$ cat src/rtl/tt_ctrl_sel_drv_pkg.sv
// rtl/tt_ctrl_sel_drv_pkg.sv - shared widths and FSM state encodings for the design-select driver
package tt_ctrl_sel_drv_pkg;

  localparam int TT_SEL_ADDR_W = 10;

  // Numeric encodings kept as localparams so a bench-side pin decoder can name them.
  localparam logic [2:0] ST_IDLE   = 3'd0;
  localparam logic [2:0] ST_RST_LO = 3'd1;
  localparam logic [2:0] ST_RST_HI = 3'd2;
  localparam logic [2:0] ST_INC_HI = 3'd3;
  localparam logic [2:0] ST_INC_LO = 3'd4;
  localparam logic [2:0] ST_FIN    = 3'd5;

  typedef enum logic [2:0] {
    S_IDLE   = ST_IDLE,
    S_RST_LO = ST_RST_LO,
    S_RST_HI = ST_RST_HI,
    S_INC_HI = ST_INC_HI,
    S_INC_LO = ST_INC_LO,
    S_FIN    = ST_FIN
  } state_e;

endpackage

$ cat src/rtl/tt_ctrl_sel_drv_if.sv
// rtl/tt_ctrl_sel_drv_if.sv - select-request handshake between host and driver
interface tt_ctrl_sel_drv_if #(
  parameter int ADDR_W = tt_ctrl_sel_drv_pkg::TT_SEL_ADDR_W
);
  logic              req_valid;
  logic              req_ready;
  logic [ADDR_W-1:0] req_addr;
  logic              req_ena;

  modport master (output req_valid, req_addr, req_ena, input req_ready);
  modport slave  (input req_valid, req_addr, req_ena, output req_ready);
endinterface

$ cat src/rtl/tt_sel_phase_timer.sv
// rtl/tt_sel_phase_timer.sv - DIV-loadable down-counter timing each waveform phase
module tt_sel_phase_timer #(
  parameter int DIV = 3
) (
  input  logic clk_i,
  input  logic rst_i,
  input  logic load_i,
  output logic zero_o
);
  localparam int W = (DIV > 0) ? $clog2(DIV + 1) : 1;

  logic [W-1:0] cnt_q;

  always_ff @(posedge clk_i) begin
    if (rst_i) begin
      cnt_q <= '0;
    end else if (load_i) begin
      cnt_q <= W'(DIV);
    end else if (cnt_q != '0) begin
      cnt_q <= cnt_q - W'(1);
    end
  end

  assign zero_o = (cnt_q == '0);
endmodule

$ cat src/rtl/tt_ctrl_sel_drv.sv
// rtl/tt_ctrl_sel_drv.sv - drives tt_ctrl select pins: reset counter, pulse increment N times, set enable
// Optional macro TT_SEL_DRV_INCR_EN: skip the reset phases when the target is reachable by counting up.
module tt_ctrl_sel_drv
  import tt_ctrl_sel_drv_pkg::*;
#(
  parameter int ADDR_W = TT_SEL_ADDR_W,
  parameter int DIV    = 3
) (
  input  logic                clk_i,
  input  logic                rst_i,
  tt_ctrl_sel_drv_if.slave    req,
  output logic                busy_o,
  output logic                done_o,
  output logic [ADDR_W-1:0]   cur_addr_o,
  output logic                cur_valid_o,
  output logic                sel_rst_n_o,
  output logic                sel_inc_o,
  output logic                ena_o
);

  state_e            state_q;
  logic [ADDR_W-1:0] cnt_q, tgt_q, cur_addr_q;
  logic              ena_req_q, busy_q, done_q, cur_valid_q;
  logic              sel_rst_n_q, sel_inc_q, ena_q;
  logic              tmr_zero, tmr_load, accept;
  logic              skip_rst_d;
  logic [ADDR_W-1:0] n_d;

  assign req.req_ready = (state_q == S_IDLE);
  assign accept        = req.req_valid && (state_q == S_IDLE);
  // Keep reloading while idle so the first phase after accept starts at DIV.
  assign tmr_load      = (state_q == S_IDLE) || tmr_zero;

`ifdef TT_SEL_DRV_INCR_EN
  assign skip_rst_d = cur_valid_q && (req.req_addr >= cur_addr_q);
  assign n_d        = skip_rst_d ? (req.req_addr - cur_addr_q) : req.req_addr;
`else
  assign skip_rst_d = 1'b0;
  assign n_d        = req.req_addr;
`endif

  tt_sel_phase_timer #(.DIV(DIV)) u_timer (
    .clk_i  (clk_i),
    .rst_i  (rst_i),
    .load_i (tmr_load),
    .zero_o (tmr_zero)
  );

  always_ff @(posedge clk_i) begin
    if (rst_i) begin
      state_q     <= S_IDLE;
      cnt_q       <= '0;
      tgt_q       <= '0;
      ena_req_q   <= 1'b0;
      busy_q      <= 1'b0;
      done_q      <= 1'b0;
      cur_addr_q  <= '0;
      cur_valid_q <= 1'b0;
      sel_rst_n_q <= 1'b1;
      sel_inc_q   <= 1'b0;
      ena_q       <= 1'b0;
    end else begin
      done_q <= 1'b0;
      case (state_q)
        S_IDLE: begin
          if (accept) begin
            tgt_q     <= req.req_addr;
            ena_req_q <= req.req_ena;
            cnt_q     <= n_d;
            busy_q    <= 1'b1;
            ena_q     <= 1'b0;
            if (!skip_rst_d) begin
              state_q     <= S_RST_LO;
              sel_rst_n_q <= 1'b0;
            end else if (n_d != '0) begin
              state_q   <= S_INC_HI;
              sel_inc_q <= 1'b1;
            end else begin
              // Already at the target: finish without touching the select pins.
              state_q     <= S_FIN;
              done_q      <= 1'b1;
              busy_q      <= 1'b0;
              ena_q       <= req.req_ena;
              cur_addr_q  <= req.req_addr;
              cur_valid_q <= 1'b1;
            end
          end
        end
        S_RST_LO: begin
          if (tmr_zero) begin
            state_q     <= S_RST_HI;
            sel_rst_n_q <= 1'b1;
          end
        end
        S_RST_HI, S_INC_LO: begin
          if (tmr_zero) begin
            if (cnt_q == '0) begin
              state_q     <= S_FIN;
              done_q      <= 1'b1;
              busy_q      <= 1'b0;
              ena_q       <= ena_req_q;
              cur_addr_q  <= tgt_q;
              cur_valid_q <= 1'b1;
            end else begin
              state_q   <= S_INC_HI;
              sel_inc_q <= 1'b1;
            end
          end
        end
        S_INC_HI: begin
          if (tmr_zero) begin
            state_q   <= S_INC_LO;
            sel_inc_q <= 1'b0;
            cnt_q     <= cnt_q - ADDR_W'(1);
          end
        end
        S_FIN: begin
          state_q <= S_IDLE;
        end
        default: begin
          state_q <= S_IDLE;
        end
      endcase
    end
  end

  assign busy_o      = busy_q;
  assign done_o      = done_q;
  assign cur_addr_o  = cur_addr_q;
  assign cur_valid_o = cur_valid_q;
  assign sel_rst_n_o = sel_rst_n_q;
  assign sel_inc_o   = sel_inc_q;
  assign ena_o       = ena_q;

endmodule

$ cat src/flat_wrapper.sv
// flat-port wrapper written by rule: the top's interface ports become plain ports
module tt_ctrl_sel_drv_flat import tt_ctrl_sel_drv_pkg::*;
#(
  parameter int ADDR_W = TT_SEL_ADDR_W,
  parameter int DIV    = 3
)
  (clk_i, rst_i, busy_o, done_o, cur_addr_o, cur_valid_o, sel_rst_n_o, sel_inc_o, ena_o, req_req_valid, req_req_addr, req_req_ena, req_req_ready);
  tt_ctrl_sel_drv_if #(.ADDR_W(ADDR_W)) req_i ();
  input  logic clk_i;
  input  logic rst_i;
  output logic busy_o;
  output logic done_o;
  output logic [ADDR_W-1:0] cur_addr_o;
  output logic cur_valid_o;
  output logic sel_rst_n_o;
  output logic sel_inc_o;
  output logic ena_o;
  input wire logic [$bits(req_i.req_valid)-1:0] req_req_valid;
  input wire logic [$bits(req_i.req_addr)-1:0] req_req_addr;
  input wire logic [$bits(req_i.req_ena)-1:0] req_req_ena;
  output wire logic [$bits(req_i.req_ready)-1:0] req_req_ready;
  assign req_i.req_valid = req_req_valid;
  assign req_i.req_addr = req_req_addr;
  assign req_i.req_ena = req_req_ena;
  assign req_req_ready = req_i.req_ready;
  tt_ctrl_sel_drv #(.ADDR_W(ADDR_W), .DIV(DIV)) u_core (.clk_i(clk_i), .rst_i(rst_i), .req(req_i), .busy_o(busy_o), .done_o(done_o), .cur_addr_o(cur_addr_o), .cur_valid_o(cur_valid_o), .sel_rst_n_o(sel_rst_n_o), .sel_inc_o(sel_inc_o), .ena_o(ena_o));
endmodule
$ cat config.mk
export PLATFORM = sky130hd
export DESIGN_NAME = tt_ctrl_sel_drv_flat
export DESIGN_NICKNAME = d
export VERILOG_FILES = /design/src/rtl/tt_ctrl_sel_drv_pkg.sv /design/src/rtl/tt_ctrl_sel_drv_if.sv /design/src/rtl/tt_sel_phase_timer.sv /design/src/rtl/tt_ctrl_sel_drv.sv /design/src/flat_wrapper.sv
export SDC_FILE = /design/constraint.sdc
export NUM_CORES = 1
export LEC_CHECK = 0
export ABC_AREA = 1
export BUFFER_PORTS_ARGS = -buffer_cell sky130_fd_sc_hd__buf_4
export CORE_UTILIZATION = 40
export CTS_CLUSTER_DIAMETER = 40
export CTS_CLUSTER_SIZE = 30
export DETAILED_ROUTE_END_ITERATION = 12
export GPL_ROUTABILITY_DRIVEN = 1
export PLACE_DENSITY_LB_ADDON = 0.3
export SETUP_SLACK_MARGIN = 0.2
export SLEW_MARGIN = 20
export SYNTH_ARGS = -nofsm -noshare
export SYNTH_HDL_FRONTEND = slang
export SYNTH_SLANG_ARGS = --single-unit
$ cat constraint.sdc
create_clock -name clk_i -period 1.8 [get_ports clk_i]
set_input_delay 0.27 -clock clk_i [delete_from_list [all_inputs] [get_ports clk_i]]
set_output_delay 0.27 -clock clk_i [all_outputs]
set_load 0.02 [all_outputs]
==> results.cfg, run 1 <==
[status]
status = complete, no violations

[setup_path]
path_cells = inv_2 > ha_4 > nand3_1 > nor2_2 > nand3_2 > nor2_4 > clkbuf_16 > nand2_1 > nand2_1 > nor2_1
cp_max_fo = 5
arrival_ns = 1.75
crit_path_frequent_cell = nand2_1
worst_path_largest_cell_delay_ns = 0.34
crit_family = simple AND/OR/NAND/NOR gates
ff2ff_path_depth = 10
crit_path_end_kind = flop
crit_slowest_cell = dfxtp_2
criticalPathCategory = reg -> reg
worstSetupStartpointType = flop
r2r-start = u_core.cnt_q[0]
critPathRequiredTime_ns = 2.00
regToRegSetupSlack_ns = 0.25
r2r_end = u_core.cur_addr_o[7]
worst-path-buf-inv = 2

[synth]
synth_cells = 310
syn-num-nets = 326
synth_edf_count = 0
yosys.area.top_type = dfxtp_1
yosysSeqAreaShare = 0.418
synthArstFlopShare = 0
synthFlopType = dfxtp_1
synth_cell_types = 23
ys_ff_latch = 42
yosys-top-cells-area = dfxtp_1 (42%), nand2_1 (16%), nor2_1 (8.6%)
ys_top_cells_by_count = nand2_1 (84), nor2_1 (46), dfxtp_1 (42)
yosysWarnings = 0
avgSynthCellArea_sq_um = 6.49
syn-cell-area_sq_mm = 0.00201
synth_top_area_share = 0.418
synthMostInstantiatedCell = nand2_1

[route]
dr.pass1.iters = 4
highest_layer = met4
drc = 0
via_per_inst = 4.74
met2_length_um = 2030
dr_total_vias = 1947
wl_met3_um = 159
ant_nets = 0
drtIter0Drc = 92
wire_per_inst_um = 10.9
wirelength_um = 4500
drt-met1-wl_um = 2200

[place]
io_buffers = 30
place_area_sq_mm = 0.00233
place_congestion = 0.897
dp_cells = 401
place_hpwl_um = 3150

[grt]
antenna_found_initial = 0
grt_pass1_wl_um = 7170
track_usage = 0.176
grt_max_degree = 31
grt.overflow.total = 0
grt_pass1_vias = 1655

[final_layout]
drive_gt1_frac = 0.198
regArea_sq_um = 846
nFillCells = 485
finalNonFillerCells = 411
antenna-diode-count = 0
nets = 360
fin_area_sq_mm = 0.00251
synthToLayoutAreaGrowth_pct = 24.9
multi_input_area_sq_um = 988

[sta]
clock_skew_ns = 0.00308
period_needed_ns = 1.55
final-setup-viol-count = 0
worst_slew_pin_slew_ns = 0.249
max_slew_margin = 0.833
drv_slew = 0
rsz0062_at_grt = no
finalSetupTns_ns = 0
fin_crit_sh = 0.863
hold_violations = 0
timing.hold.ws_ns = 0.226
fmax_mhz = 644

[floorplanning]
row_count = 25
die_w_um = 72.9
initial_core_util = 0.420
die_h_um = 72.9
die_area_sq_mm = 0.00531
coreArea_sq_mm = 0.00479
ios = 31

[clocking]
clock_latency_ns = 0.29
cts.hold.buffers_added = 0
cts.clk_slew.worst_paths_ns = 0.08
tritoncts = yes
cts-root-buf = clkbuf_8
cts_made_buffers = 5
clk_path_buf_depth = 2
cts_sinks = 42
cts-htree-levels = 2

[min_path]
min_from = rst_i
worstHoldEndpoint = u_core.state_q[2]
hold_depth = 2
hold_class = in -> reg

[power]
ir_drop_mv = 0.411
power_leakage_nw = 1.17
powerDensity_mw_per_mm2 = 1340

[run]
cap_violations = 0
-- worst max path at each step --
stage | startpoint | end | cells past startpoint
global route | u_core.cnt_q[0] | u_core.cur_addr_o[5] | 10
global placement | u_core.u_timer.cnt_q[0] | u_core.cnt_q[1] | 7
finish | u_core.cnt_q[0] | u_core.cur_addr_o[7] | 10
CTS | u_core.cnt_q[0] | u_core.cur_addr_o[0] | 10
detailed placement | u_core.cnt_q[0] | u_core.cur_addr_o[0] | 10
floorplan | u_core.state_q[0] | u_core.cnt_q[3] | 8
-- routing by layer --
layer	GRT usage	vias to the layer above
met2	0.276	48
met3	0.0359	11
li1	-	1036
met4	0.100	0
met1	0.225	852
met5	0	-
-- stage by stage --
stage / total power [mW] / util / setup slack, ns
after floorplan: 2.31 / - / 0.217
after global placement: 2.67 / 0.487 / 0.295
after CTS: 3.27 / 0.504 / 0.233
final: 3.37 / 0.525 / 0.246
after global routing: 3.64 / 0.525 / 0.141
after detailed placement: 2.69 / 0.487 / 0.250
-- repair_timing --
item                       CTS  global route
setup endpoints to repair    0            22
gates resized for setup      0            15
setup buffers                0             1
-- cell usage in the layout, fill, tap and decap left out, types with 3 or more instances in the layout --
cell type / netlist / final
nand2_1: 84 / 82
nand3_1: 16 / 14
dfxtp_1: 42 / 38
inv_2: 3 / 5
inv_1: 38 / 36
clkbuf_8: 0 / 5
o21ai_0: 20 / 20
a21oi_1: 29 / 29
dfxtp_2: 0 / 4
nor2_1: 46 / 45
o21ai_1: 5 / 5
buf_4: 3 / 36
nand4_1: 3 / 3
-- kinds of logic after synthesis --
family                     count (synthesis)  share of synthesized area
AOI/OAI and AO/OA                         55                      0.138
buffers and inverters                     54                      0.109
xor gates and xnor gates                   1                    0.00436
adders and majority gates                  2                     0.0124
DFF                                       42                      0.418
and+or+nand+nor                          156                      0.318
-- sequential cells by signal, summed over array words and instances, names as in the netlist --
| signal | flops |
|---|---|
| u_core.cnt_q | 10 |
| u_core.cur_addr_o | 10 |
| u_core.tgt_q | 10 |
| u_core.state_q | 3 |
| u_core.u_timer.cnt_q | 2 |
| u_core.busy_o | 1 |
| u_core.cur_valid_o | 1 |
| u_core.done_o | 1 |
| u_core.ena_o | 1 |
| u_core.ena_req_q | 1 |
| u_core.sel_inc_o | 1 |
| u_core.sel_rst_n_o | 1 |
-- layout make-up --
type,count,share of cell area
Inverter,41,0.0613
Multi-Input combinational cell,214,0.394
Clock buffer,5,0.0274
Clock inverter,2,0.00399
Tap cell,67,0.0334
Sequential cell,42,0.337
Timing Repair Buffer,40,0.143
-- report_power, final --
part           internal [mW]  switching (mW)
sequential              1.14           0.132
clock                  0.260           0.314
combinational          0.570           0.949
total                   1.97            1.40
No activity file was read; power rests on OpenSTA's default activity.
==> inputs of run 2 (changes only) <==
--- a/config.mk
+++ b/config.mk
@@ -14,7 +14,7 @@
 export GPL_ROUTABILITY_DRIVEN = 1
 export PLACE_DENSITY_LB_ADDON = 0.3
 export SETUP_SLACK_MARGIN = 0.2
-export SLEW_MARGIN = 20
+export SLEW_MARGIN = 5
 export SYNTH_ARGS = -nofsm -noshare
 export SYNTH_HDL_FRONTEND = slang
 export SYNTH_SLANG_ARGS = --single-unit
==> constraint.sdc (replaced) <==
create_clock -name clk_i -period 1.85 [get_ports clk_i]
set_input_delay 0.2775 -clock clk_i [delete_from_list [all_inputs] [get_ports clk_i]]
set_output_delay 0.2775 -clock clk_i [all_outputs]
set_load 0.02 [all_outputs]
==> run 2 against run 1 <==
Against the previous run:
- routed wire length up 3.7%
- utilization up 0.81 points
- largest cell class unchanged
- non-clock buffer count up 2
- clock power up 26%
- die area unchanged
- clock skew up 0.0029 ns
- final area up 1.5%
- power up 2.8%
- worst hold slack better by 0.0075 ns
- sequential share of layout area down 0.56 points
- global-route usage up 1.1 points
- critical path type unchanged
- first-iteration DRC count down 28%
- highest routed layer unchanged
==> results.cfg, run 2 (synthesis results as in run 1) <==
[status]
status = complete, no violations

[route]
via_per_inst = 4.72
wirelength_um = 4660
dr_total_vias = 1956
dr.pass1.iters = 4
drc = 0
wire_per_inst_um = 11.3
ant_nets = 0
drtIter0Drc = 66

[final_layout]
nFillCells = 497
antenna-diode-count = 0
nets = 362
layout_commonest_cell = nand2_1
layout.cells.most_common_list = nand2_1 (84), nor2_1 (44), dfxtp_1 (39), buf_4 (38), inv_1 (36)
drive_gt1_frac = 0.196
synthToLayoutAreaGrowth_pct = 26.8
finalNonFillerCells = 414
final_util = 0.533

[power]
p_switching_mw = 1.38
power_mw = 3.46
intPower_mw = 2.08
comb_power_share = 0.433
clkPwrFrac = 0.209
power_leakage_nw = 1.20
swShare = 0.398
powerDensity_mw_per_mm2 = 1360
power_frac_seq = 0.359
ir_drop_mv = 0.529

[clocking]
cts-htree-levels = 2
cts_sinks = 42
cts-root-buf = clkbuf_8
cts.clk_slew.worst_paths_ns = 0.08
cts_made_buffers = 5
tritoncts = yes
clock_latency_ns = 0.30
clk_path_buf_depth = 2

[sta]
fin_crit_sh = 0.849
max_slew_margin = 0.805
finalSetupTns_ns = 0
period_needed_ns = 1.57
clock_skew_ns = 0.00597
worst_slew_pin_slew_ns = 0.292
hold_violations = 0
rsz0062_at_grt = no
fmax_mhz = 637
timing.hold.ws_ns = 0.233
final-setup-viol-count = 0
drv_slew = 0

[floorplanning]
die_h_um = 72.9
die_area_sq_mm = 0.00531
initial_core_util = 0.420
die_w_um = 72.9
row_count = 25
coreArea_sq_mm = 0.00479
ios = 31

[setup_path]
ff2ff_path_depth = 10
worstSetupStartpointType = flop
critPathRequiredTime_ns = 2.05
crit_family = simple AND/OR/NAND/NOR gates
crit_slowest_cell = dfxtp_2
regToRegSetupSlack_ns = 0.28
arrival_ns = 1.77
worst_path_largest_cell_delay_ns = 0.34
r2r_end = u_core.cur_addr_o[7]
r2r-start = u_core.cnt_q[0]
worst-path-buf-inv = 2
criticalPathCategory = reg -> reg
cp_max_fo = 5
crit_path_end_kind = flop
path_cells = inv_2 > ha_4 > nand3_2 > nor2_2 > nand3_2 > nor2_4 > clkbuf_16 > nand2_1 > nand2_1 > nor2_1

[grt]
grt_pass1_vias = 1749
grt_pass1_wl_um = 7580
grt_max_degree = 30
track_usage = 0.187
antenna_found_initial = 0
grt.overflow.total = 0

[place]
io_buffers = 30
dp_cells = 402
place_congestion = 0.849
place_hpwl_um = 3160

[min_path]
min_from = rst_i
hold_depth = 2
worstHoldEndpoint = u_core.cnt_q[7]
hold_class = in -> reg

[run]
cap_violations = 0
## run 2: through the flow
step	cell area (sq um)	setup WS, ns
final	2550	0.280
after global routing	2550	0.165
after CTS	2450	0.234
after detailed placement	2340	0.252
after global placement	2340	0.278
after floorplan	2010	0.267
## run 2: how the worst max path moves through the flow
stage | from | cells after the start | endpoint
detailed placement | u_core.cnt_q[0] | 10 | u_core.cur_addr_o[6]
global placement | u_core.cnt_q[1] | 10 | u_core.cur_addr_o[6]
global route | u_core.cnt_q[0] | 10 | u_core.cur_addr_o[8]
finish | u_core.cnt_q[0] | 10 | u_core.cur_addr_o[7]
CTS | u_core.cnt_q[0] | 10 | u_core.cur_addr_o[6]
floorplan | u_core.state_q[0] | 8 | u_core.cnt_q[3]
## run 2: worst register-to-register path, stage by stage, from the launching register on
cell	delay, ns
dfxtp_2	0.34
inv_2	0.07
ha_4	0.15
nand3_2	0.07
nor2_2	0.14
nand3_2	0.13
nor2_4	0.25
clkbuf_16	0.19
nand2_1	0.05
nand2_1	0.05
nor2_1	0.03
## run 2: repair_timing
item                                    CTS  global route
buffers inserted                          0             2
hold buffers                              0             0
endpoints found under the setup margin    0            13
gates resized for setup                   0            12
## run 2: area by class of cell
cell class / count / area, sq um / area share
clock buffers: 5 / 68.8 / 0.0270
flip-flops and latches: 42 / 845 / 0.331
multi-input cells: 214 / 983 / 0.386
well taps: 67 / 83.8 / 0.0329
repair buffers: 42 / 375 / 0.147
clock inverters: 3 / 40.0 / 0.0157
inverters: 41 / 154 / 0.0604
## run 2: per-layer routing
metal	track usage	routed length [um]	part of all wire
met1	0.239	2200	0.47
met2	0.300	2200	0.47
met3	0.0428	177	0.038
met4	0.0871	90	0.019
met5	0	0	0
## run 2: power groups by stage
stage	Clock, mW	Combinational (mW)	Sequential [mW]
6_report	0.723	1.50	1.24
5_1_grt	0.771	1.70	1.27
4_1_cts	0.742	1.38	1.23
3_5_place_dp	0	1.37	1.25
3_3_place_gp	0	1.37	1.25
2_1_floorplan	0	0.999	1.25
==> inputs of run 3 (changes only) <==
==> constraint.sdc (replaced) <==
create_clock -name clk_i -period 1.4 [get_ports clk_i]
set_input_delay 0.21 -clock clk_i [delete_from_list [all_inputs] [get_ports clk_i]]
set_output_delay 0.21 -clock clk_i [all_outputs]
set_load 0.02 [all_outputs]
==> run 3 against run 2 <==
Against the previous run:
- the flow now finishes with violations (negative setup slack)
- first-iteration DRC count up 130%
- non-clock buffer count grew 18
- maximum frequency rose by 9.8%
- sequential power rose by 34%
- register-to-register slack got worse by 0.31 ns
- routed wire length rose by 11%
- utilization increased by 8.6 points
- sequential share of layout area shrank 4.4 points
- power grew 61%
- die area unchanged
- sequential cell count stayed put
- highest routed layer unchanged
==> results.cfg, run 3 (synthesis results as in run 1) <==
[route]
drc = 0
dr.pass1.iters = 4
wire_per_inst_um = 12.0
dr_total_vias = 2080
drtIter0Drc = 153
met2_length_um = 2480
via_per_inst = 4.81
highest_layer = met4
drt-met1-wl_um = 2390
wirelength_um = 5190
wl_met3_um = 228
ant_nets = 0

[clocking]
clock_latency_ns = 0.30
cts.clk_slew.worst_paths_ns = 0.08
cts_sinks = 42
clk_path_buf_depth = 2
cts.hold.buffers_added = 0
tritoncts = yes
cts_made_buffers = 5
cts-htree-levels = 2
cts-root-buf = clkbuf_8

[place]
place_hpwl_um = 3280
dp_slack_ns = -0.0399
io_buffers = 30
place_congestion = 0.869

[power]
ir_drop_mv = 0.801
swShare = 0.409
p_switching_mw = 2.29
power_mw = 5.59
powerDensity_mw_per_mm2 = 1890
power_frac_seq = 0.297
power_leakage_nw = 1.34
intPower_mw = 3.30
clkPwrFrac = 0.173
comb_power_share = 0.530

[run]
cap_violations = 0

[grt]
grt.overflow.total = 0
grt_max_degree = 33
grt_pass1_vias = 1742
antenna_found_initial = 0
track_usage = 0.190
grt_pass1_wl_um = 7790

[sta]
rsz0062_at_grt = yes
finalSetupTns_ns = -0.101
hold_violations = 0
final.setup.worst_slack_ns = -0.0301
fmax_mhz = 699
fin_crit_sh = 1.02
worst_slew_pin_slew_ns = 0.230
period_needed_ns = 1.43
drv_slew = 0
max_slew_margin = 0.846
final-setup-viol-count = 7
clock_skew_ns = 0.00522

[floorplanning]
ios = 31
die_h_um = 72.9
die_w_um = 72.9
row_count = 25
die_area_sq_mm = 0.00531
initial_core_util = 0.420
coreArea_sq_mm = 0.00479

[setup_path]
arrival_ns = 1.67
worstSetupStartpointType = flop
r2r_end = u_core.cnt_q[9]
crit_path_frequent_cell = buf_6
regToRegSetupSlack_ns = -0.03
crit_slowest_cell = dfxtp_2
cp_max_fo = 4
ff2ff_path_depth = 10
crit_path_end_kind = flop
endpoint = u_core.cnt_q[9]
path_cells = buf_6 > nor3_4 > buf_6 > nand2_8 > nand2_8 > buf_6 > nand3_1 > nand2_1 > nand2_1 > nor2_1
startpoint = u_core.state_q[2]
worst_path_largest_cell_delay_ns = 0.34
criticalPathCategory = reg -> reg
critPathRequiredTime_ns = 1.64
r2r-start = u_core.state_q[2]

[final_layout]
antenna-diode-count = 0
nets = 380
final_util = 0.619
layout.cells.most_common_list = nand2_1 (70), buf_4 (45), nor2_1 (38), dfxtp_1 (38), inv_1 (32)
layout_commonest_cell = nand2_1
drive_gt1_frac = 0.348
synthToLayoutAreaGrowth_pct = 47.4

[status]
violations = negative setup slack
status = complete, but fails checks

[min_path]
min_from = rst_i
hold_class = in -> reg
-- run 3: final cells by class --
class | count | area, sq um
clock inverter | 2 | 37.5
fill | 416 | 1820
inverter | 41 | 164
tap | 67 | 83.8
clock buffer | 6 | 72.6
multi-input combinational | 214 | 1190
timing repair buffer | 60 | 561
sequential | 42 | 851
-- run 3: worst max-delay path: cells and delay by family, from the launching register on --
| family | cells | cell delay (ns) |
|---|---|---|
| buf+inv | 3 | 0.38 |
| flops | 1 | 0.34 |
| simple gates | 7 | 0.65 |
-- run 3: worst min path at each step --
stage	end	slack, ns	depth (start not counted)
2_1_floorplan	u_core.ena_req_q	0.37	2
3_3_place_gp	u_core.tgt_q[3]	0.44	2
3_5_place_dp	u_core.sel_inc_o	0.44	2
4_1_cts	u_core.state_q[2]	0.16	2
5_1_grt	u_core.tgt_q[8]	0.19	3
6_report	u_core.cnt_q[4]	0.18	2
-- run 3: timing repair --
item | 4_1_cts | 5_1_grt
setup endpoints to repair | 43 | 43
pin swaps | 8 | 7
gates resized for setup | 42 | 42
endpoints found under the hold margin | 0 | 0
buffers inserted | 5 | 5
gates cloned | 0 | 2
-- run 3: layer usage --
metal	global-route usage	vias up
li1	-	1074
met1	0.247	937
met2	0.314	58
met3	0.0387	11
met4	0.0654	0
met5	0	-
-- run 3: through the flow --
| step | std cells | hold slack (ns) | instance area, sq um |
|---|---|---|---|
| finish | 432 | 0.184 | 2960 |
| global route | 432 | 0.189 | 2960 |
| CTS | 425 | 0.159 | 2720 |
| detailed placement | 412 | 0.439 | 2450 |
| global placement | 412 | 0.437 | 2450 |
| floorplan | 310 | 0.374 | 2070 |
-- run 3: power by group through the flow --
| stage | combinational [mW] | sequential [mW] | clock [mW] |
|---|---|---|---|
| global placement | 2.09 | 1.63 | 0 |
| floorplan | 1.45 | 1.67 | 0 |
| finish | 2.96 | 1.66 | 0.966 |
| global route | 3.22 | 1.69 | 1.04 |
| CTS | 2.48 | 1.63 | 0.983 |
| detailed placement | 2.11 | 1.64 | 0 |
